<file path="config.mk">
export PLATFORM = sky130hd
export DESIGN_NAME = ifu_fetch
export DESIGN_NICKNAME = d
export VERILOG_FILES = /design/src/rtl/ifu_fetch_pkg.sv /design/src/rtl/ifu_fetch.sv
export SDC_FILE = /design/constraint.sdc
export NUM_CORES = 1
export LEC_CHECK = 0
export BUFFER_PORTS_ARGS = -buffer_cell sky130_fd_sc_hd__buf_2
export CORE_ASPECT_RATIO = 1.1
export CORE_MARGIN = 10
export CORE_UTILIZATION = 47
export CTS_CLUSTER_SIZE = 14
export DETAILED_ROUTE_END_ITERATION = 10
export PLACE_DENSITY = 0.81
export REMOVE_ABC_BUFFERS = 1
export SETUP_SLACK_MARGIN = 0.05
export SYNTH_ARGS = -nofsm -noshare
export SYNTH_HDL_FRONTEND = slang
export SYNTH_SLANG_ARGS = --single-unit
</file>
<file path="constraint.sdc">
create_clock -name clk -period 2.56 [get_ports clk]
set_input_delay 0.384 -clock clk [delete_from_list [all_inputs] [get_ports clk]]
set_output_delay 0.384 -clock clk [all_outputs]
set_load 0.005 [all_outputs]
</file>
<file path="src/rtl/ifu_fetch_pkg.sv">
// Shared types and constants for the instruction fetch unit.
package ifu_fetch_pkg;

    localparam int unsigned INST_ADDR_W      = 32;
    localparam int unsigned INST_DATA_W      = 32;
    localparam logic [31:0] RESET_PC_DEFAULT = 32'h8000_0000;

    // Fetch sequencer states; ERROR is terminal until reset.
    typedef enum logic [2:0] {
        IDLE      = 3'd0,
        FETCH_REQ = 3'd1,
        WAIT_RESP = 3'd2,
        HOLD      = 3'd3,
        WAIT_NPC  = 3'd4,
        ERROR     = 3'd5
    } ifu_state_e;

    // Instruction addresses must be word aligned.
    function automatic logic word_aligned(input logic [INST_ADDR_W-1:0] addr);
        return (addr[1:0] == 2'b00);
    endfunction

endpackage

</file>
<file path="src/rtl/ifu_fetch.sv">
// Instruction fetch unit: owns the PC, fetches one word at a time from
// instruction memory, hands it to decode, then waits for execute's next PC.
module ifu_fetch
    import ifu_fetch_pkg::*;
#(
    parameter logic [31:0] RESET_PC = RESET_PC_DEFAULT,
    parameter int unsigned CNT_W    = 32
) (
    input  logic                   clk,
    input  logic                   rst_n,
    output logic                   imem_req_valid,
    input  logic                   imem_req_ready,
    output logic [INST_ADDR_W-1:0] imem_req_addr,
    input  logic                   imem_rsp_valid,
    output logic                   imem_rsp_ready,
    input  logic [INST_DATA_W-1:0] imem_rsp_data,
    input  logic                   imem_rsp_err,
    output logic                   inst_valid_if,
    input  logic                   inst_ready_id,
    output logic [INST_DATA_W-1:0] inst_if,
    output logic [INST_ADDR_W-1:0] pc_if,
    input  logic                   npc_valid_ex,
    input  logic [INST_ADDR_W-1:0] dnpc,
    output logic                   fetch_err,
    output logic [CNT_W-1:0]       fetch_cnt
);

    ifu_state_e             state_q, state_d;
    logic [INST_ADDR_W-1:0] pc_q, pc_d;
    logic [INST_DATA_W-1:0] inst_q, inst_d;
    logic                   err_q, err_d;
    logic [CNT_W-1:0]       cnt_q, cnt_d;
    logic                   req_valid_q;
    logic                   rsp_ready_q;
    logic                   inst_valid_q;

    // Next-state and datapath update for the fetch sequencer.
    always_comb begin
        state_d = state_q;
        pc_d    = pc_q;
        inst_d  = inst_q;
        err_d   = err_q;
        cnt_d   = cnt_q;
        case (state_q)
            IDLE: begin
                state_d = FETCH_REQ;
            end
            FETCH_REQ: begin
                if (imem_req_ready) begin
                    state_d = WAIT_RESP;
                end else begin
                    state_d = FETCH_REQ;
                end
            end
            WAIT_RESP: begin
                if (imem_rsp_valid && imem_rsp_err) begin
                    err_d   = 1'b1;
                    state_d = ERROR;
                end else if (imem_rsp_valid) begin
                    inst_d  = imem_rsp_data;
                    state_d = HOLD;
                end else begin
                    state_d = WAIT_RESP;
                end
            end
            HOLD: begin
                if (inst_ready_id) begin
                    cnt_d   = cnt_q + {{(CNT_W-1){1'b0}}, 1'b1};
                    state_d = WAIT_NPC;
                end else begin
                    state_d = HOLD;
                end
            end
            WAIT_NPC: begin
                if (npc_valid_ex && word_aligned(dnpc)) begin
                    pc_d    = dnpc;
                    state_d = FETCH_REQ;
                end else if (npc_valid_ex) begin
                    // Misaligned target: keep the old PC for post-mortem.
                    err_d   = 1'b1;
                    state_d = ERROR;
                end else begin
                    state_d = WAIT_NPC;
                end
            end
            ERROR: begin
                state_d = ERROR;
            end
            default: begin
                // Corrupted state encoding is treated as a fault.
                err_d   = 1'b1;
                state_d = ERROR;
            end
        endcase
    end

    // State, datapath registers and registered handshake outputs.
    always_ff @(posedge clk) begin
        if (!rst_n) begin
            state_q      <= IDLE;
            pc_q         <= RESET_PC;
            inst_q       <= {INST_DATA_W{1'b0}};
            err_q        <= 1'b0;
            cnt_q        <= {CNT_W{1'b0}};
            req_valid_q  <= 1'b0;
            rsp_ready_q  <= 1'b0;
            inst_valid_q <= 1'b0;
        end else begin
            state_q      <= state_d;
            pc_q         <= pc_d;
            inst_q       <= inst_d;
            err_q        <= err_d;
            cnt_q        <= cnt_d;
            req_valid_q  <= (state_d == FETCH_REQ);
            rsp_ready_q  <= (state_d == WAIT_RESP);
            inst_valid_q <= (state_d == HOLD);
        end
    end

    assign imem_req_valid = req_valid_q;
    assign imem_req_addr  = pc_q;
    assign imem_rsp_ready = rsp_ready_q;
    assign inst_valid_if  = inst_valid_q;
    assign inst_if        = inst_q;
    assign pc_if          = pc_q;
    assign fetch_err      = err_q;
    assign fetch_cnt      = cnt_q;

endmodule
</file>
==> flow_metrics.py <==
metrics = {
    "outcome": {
        "outcome": "complete, no violations",
    },
    "power": {
        "pwr_density_cell_nw_per_um2": 501,
        "p_sw_uw": 610,
        "internal-power_mw": 2.07,
        "leakagePower_nw": 2.45,
        "power_frac_seq": 0.610,
        "pwr-share-clk": 0.329,
        "netSwitchingFraction": 0.228,
        "p_comb_frac": 0.061,
        "vdd_drop_max_v": 0.000345,
    },
    "cts": {
        "cts_root_buffer": "clkbuf_8",
        "cts_setup_buffers": 0,
        "cts_buffers": 9,
        "clock_latency_ns": 0.35,
        "htreeDepth": 3,
        "cts_resized": 0,
        "cts_hold_buf": 0,
        "cts_buffer_depth": 2,
        "cts_tree": "yes",
        "cts.clk_slew.worst_paths_ns": 0.09,
        "clock_sinks": 103,
    },
    "sta": {
        "fmax_ghz": 0.458,
        "fin_skew_ns": 0.0104,
        "slew_viol_final": 0,
        "tightest_slew_ns": 0.702,
        "hold_violations": 0,
        "timing.final.crit_share": 0.854,
        "rsz0062_at_grt": "false",
        "finalSetupViolations": 0,
        "setup_ws_ns": 0.375,
        "setup_tns_ns": 0,
        "hold_slack_ns": 0.254,
        "slew_headroom": 0.531,
        "fin_crit_ns": 2.19,
    },
    "worst_setup_path": {
        "worstRegToRegCells": 4,
        "crit_top_cell": "or4_1",
        "crit_end": "fetch_cnt[31]$_SDFFE_PN0P_",
        "required_ns": 2.84,
        "crit_type": "reg -> reg",
        "cp.depth": 4,
        "timing.rr.end": "fetch_cnt[31]$_SDFFE_PN0P_",
        "timing.reg2reg.setup_slack_ns": 0.37,
        "start_kind": "flip-flop",
        "crit_chain": "nand4_1 > or4_1 > or4_1 > a21oi_1",
        "path_delay_family": "simple AND/OR/NAND/NOR gates",
        "slowest_delay_ns": 0.75,
        "r2r-start": "fetch_cnt[8]$_SDFFE_PN0P_",
        "cp-startpoint": "fetch_cnt[8]$_SDFFE_PN0P_",
        "cp_slowest_cell": "or4_1",
        "critical_path_buf_inv_count": 0,
        "endpoint_kind": "flip-flop",
        "arrival_ns": 2.46,
        "crit_fanout": 12,
    },
    "route": {
        "wl_um": 12800,
        "drc": 0,
        "ant_nets": 0,
        "drtIter0Drc": 230,
        "wl_per_cell_um": 15.8,
        "first_pass_iters": 4,
        "viasPerCell": 5.20,
        "vias": 4206,
    },
    "yosys": {
        "ys.flop_type": "dfxtp_1",
        "synth_edf_count": 0,
        "async_flop_share": 0,
        "yosysWarningCount": 0,
        "syn_area_um2": 4340,
        "synth-seq-area-share": 0.475,
        "synth_largest_area_cell": "dfxtp_1",
        "synth-seq-cells": 103,
        "syn_inst": 536,
        "synth_cell_types": 39,
        "yosysTopAreaCellShare": 0.475,
        "avgSynthCellArea_um2": 8.10,
        "synth_area_leaders": "dfxtp_1 47%, nand2_1 13%, a21oi_1 8.3%",
    },
    "final_layout": {
        "fill_cells": 837,
        "drive_gt1_frac": 0.324,
        "final_util": 0.600,
        "syn_to_final_growth_pct": 23.2,
        "layout.nets": 762,
    },
    "floorplan": {
        "die_x_um": 112,
        "die_y_um": 121,
        "rows": 36,
        "die_area_um2": 13500,
        "start_util": 0.487,
        "core-area_um2": 8920,
        "ioPinCount": 203,
    },
    "global_routing": {
        "grtUsageMet2": 0.308,
        "busiest_layer": "met2",
        "grt_pass1_wl_um": 20700,
        "overflow": 0,
        "grt_usage": 0.182,
        "antenna_found_initial": 1,
        "grt_pass1_vias": 4170,
        "gr-usage-met3": 0.0475,
        "grt_util_met1": 0.216,
        "grt_max_degree": 47,
    },
    "placement": {
        "numPortBuffers": 202,
        "dpl_worst_slack_ns": 0.422,
        "hpwlAfterDp_um": 9740,
        "gp_congestion": 0.824,
    },
    "min_path": {
        "hold_depth": 3,
        "hold_class": "in -> reg",
    },
    "job": {
        "max_cap_violations": 0,
    },
}
[cells by family after synthesis]
group | count (synthesis) | synth area share
AND/OR/NAND/NOR | 245 | 0.266
flip-flops | 103 | 0.475
AO/OA/AOI/OAI | 99 | 0.128
buffers and inverters | 71 | 0.0911
XOR/XNOR | 9 | 0.0182
multiplexers | 8 | 0.0184
adder cells (fa/ha/maj) | 1 | 0.00288
[worst reg2reg max path, stage by stage, from the launching register on]
cell	delay, ns
dfxtp_1	0.46
nand4_1	0.21
or4_1	0.75
or4_1	0.53
a21oi_1	0.17
[layout make-up]
| type | count | area [um2] | share of cell area |
|---|---|---|---|
| Inverter | 5 | 18.8 | 0.00351 |
| Tap cell | 114 | 143 | 0.0267 |
| Timing Repair Buffer | 209 | 1080 | 0.201 |
| Clock buffer | 14 | 153 | 0.0285 |
| Multi-Input combinational cell | 362 | 1890 | 0.353 |
| Antenna cell | 1 | 2.50 | 0.000468 |
| Sequential cell | 103 | 2060 | 0.385 |
| Clock inverter | 1 | 5.00 | 0.000936 |
[synthesized netlist by cell type (3+ instances only)]
| cell | n |
|---|---|
| a21oi_1 | 72 |
| and3_1 | 9 |
| and4_1 | 4 |
| buf_4 | 34 |
| clkbuf_1 | 29 |
| dfxtp_1 | 103 |
| inv_1 | 4 |
| mux2i_1 | 8 |
| nand2_1 | 146 |
| nand2b_1 | 17 |
| nand3_1 | 15 |
| nand4_1 | 13 |
| nor2_1 | 12 |
| nor2b_1 | 3 |
| nor3_1 | 3 |
| nor4_1 | 6 |
| o21ai_0 | 9 |
| o311ai_0 | 6 |
| o41ai_1 | 6 |
| or3_1 | 7 |
| or4_1 | 3 |
| xnor2_1 | 3 |
| xor2_1 | 6 |
[cell usage in the layout, fill, tap and decap left out, types with 2 or more instances in the layout]
| master | count |
|---|---|
| and2_1 | 2 |
| nand2b_1 | 17 |
| nand3_1 | 15 |
| o41ai_1 | 6 |
| and3_1 | 9 |
| nor2b_1 | 3 |
| mux2i_1 | 8 |
| dfxtp_1 | 103 |
| nand2_1 | 146 |
| xor2_1 | 6 |
| a21oi_1 | 72 |
| xnor2_1 | 3 |
| nor3_1 | 2 |
| clkbuf_1 | 4 |
| buf_2 | 202 |
| inv_1 | 4 |
| nor4_1 | 6 |
| nor2_1 | 12 |
| buf_4 | 6 |
| or4_1 | 3 |
| clkbuf_8 | 10 |
| o21ai_0 | 9 |
| or3_1 | 7 |
| and4_1 | 4 |
| o311ai_0 | 6 |
| nand4_1 | 13 |
[layer usage]
metal  share of wire  routed length (um)  up-vias
li1                -                   -     2104
met1            0.43                5450     1938
met2            0.49                6220      147
met3           0.069                 881       17
met4           0.016                 204        0
met5               0                   0        -
[worst min path at each step]
stage                                        start                        endpoint  slack (ns)
after CTS                                 dnpc[31]  imem_req_addr[31]$_SDFFE_PN1P_        0.23
after global routing                      dnpc[16]  imem_req_addr[16]$_SDFFE_PN0P_        0.24
after detailed placement  inst_if[10]$_SDFFE_PN0P_        inst_if[10]$_SDFFE_PN0P_        0.45
final                                     dnpc[31]  imem_req_addr[31]$_SDFFE_PN1P_        0.25
after global placement     inst_if[4]$_SDFFE_PN0P_         inst_if[4]$_SDFFE_PN0P_        0.44
after floorplan            inst_if[0]$_SDFFE_PN0P_         inst_if[0]$_SDFFE_PN0P_        0.45
[sequential cells by signal, indices dropped and copies added (netlist names)]
signal,flops
fetch_err,1
inst_if,32
inst_valid_if,1
imem_req_valid,1
fetch_cnt,32
state_q,3
imem_rsp_ready,1
imem_req_addr,32
[power by group through the flow]
| stage | sequential (mW) | clock [mW] | combinational, mW |
|---|---|---|---|
| final | 1.63 | 0.881 | 0.163 |
| after CTS | 1.63 | 0.906 | 0.163 |
| after global routing | 1.64 | 0.974 | 0.183 |
| after floorplan | 1.67 | 0 | 0.0592 |
| after global placement | 1.67 | 0 | 0.158 |
| after detailed placement | 1.67 | 0 | 0.163 |
[metrics by stage]
stage | std cells | instance area, um2 | total power, mW
detailed placement | 793 | 5190 | 1.83
finish | 809 | 5350 | 2.68
CTS | 808 | 5350 | 2.70
global route | 808 | 5350 | 2.80
global placement | 793 | 5190 | 1.83
floorplan | 470 | 3970 | 1.73
No activity file was read; power rests on OpenSTA's default activity.
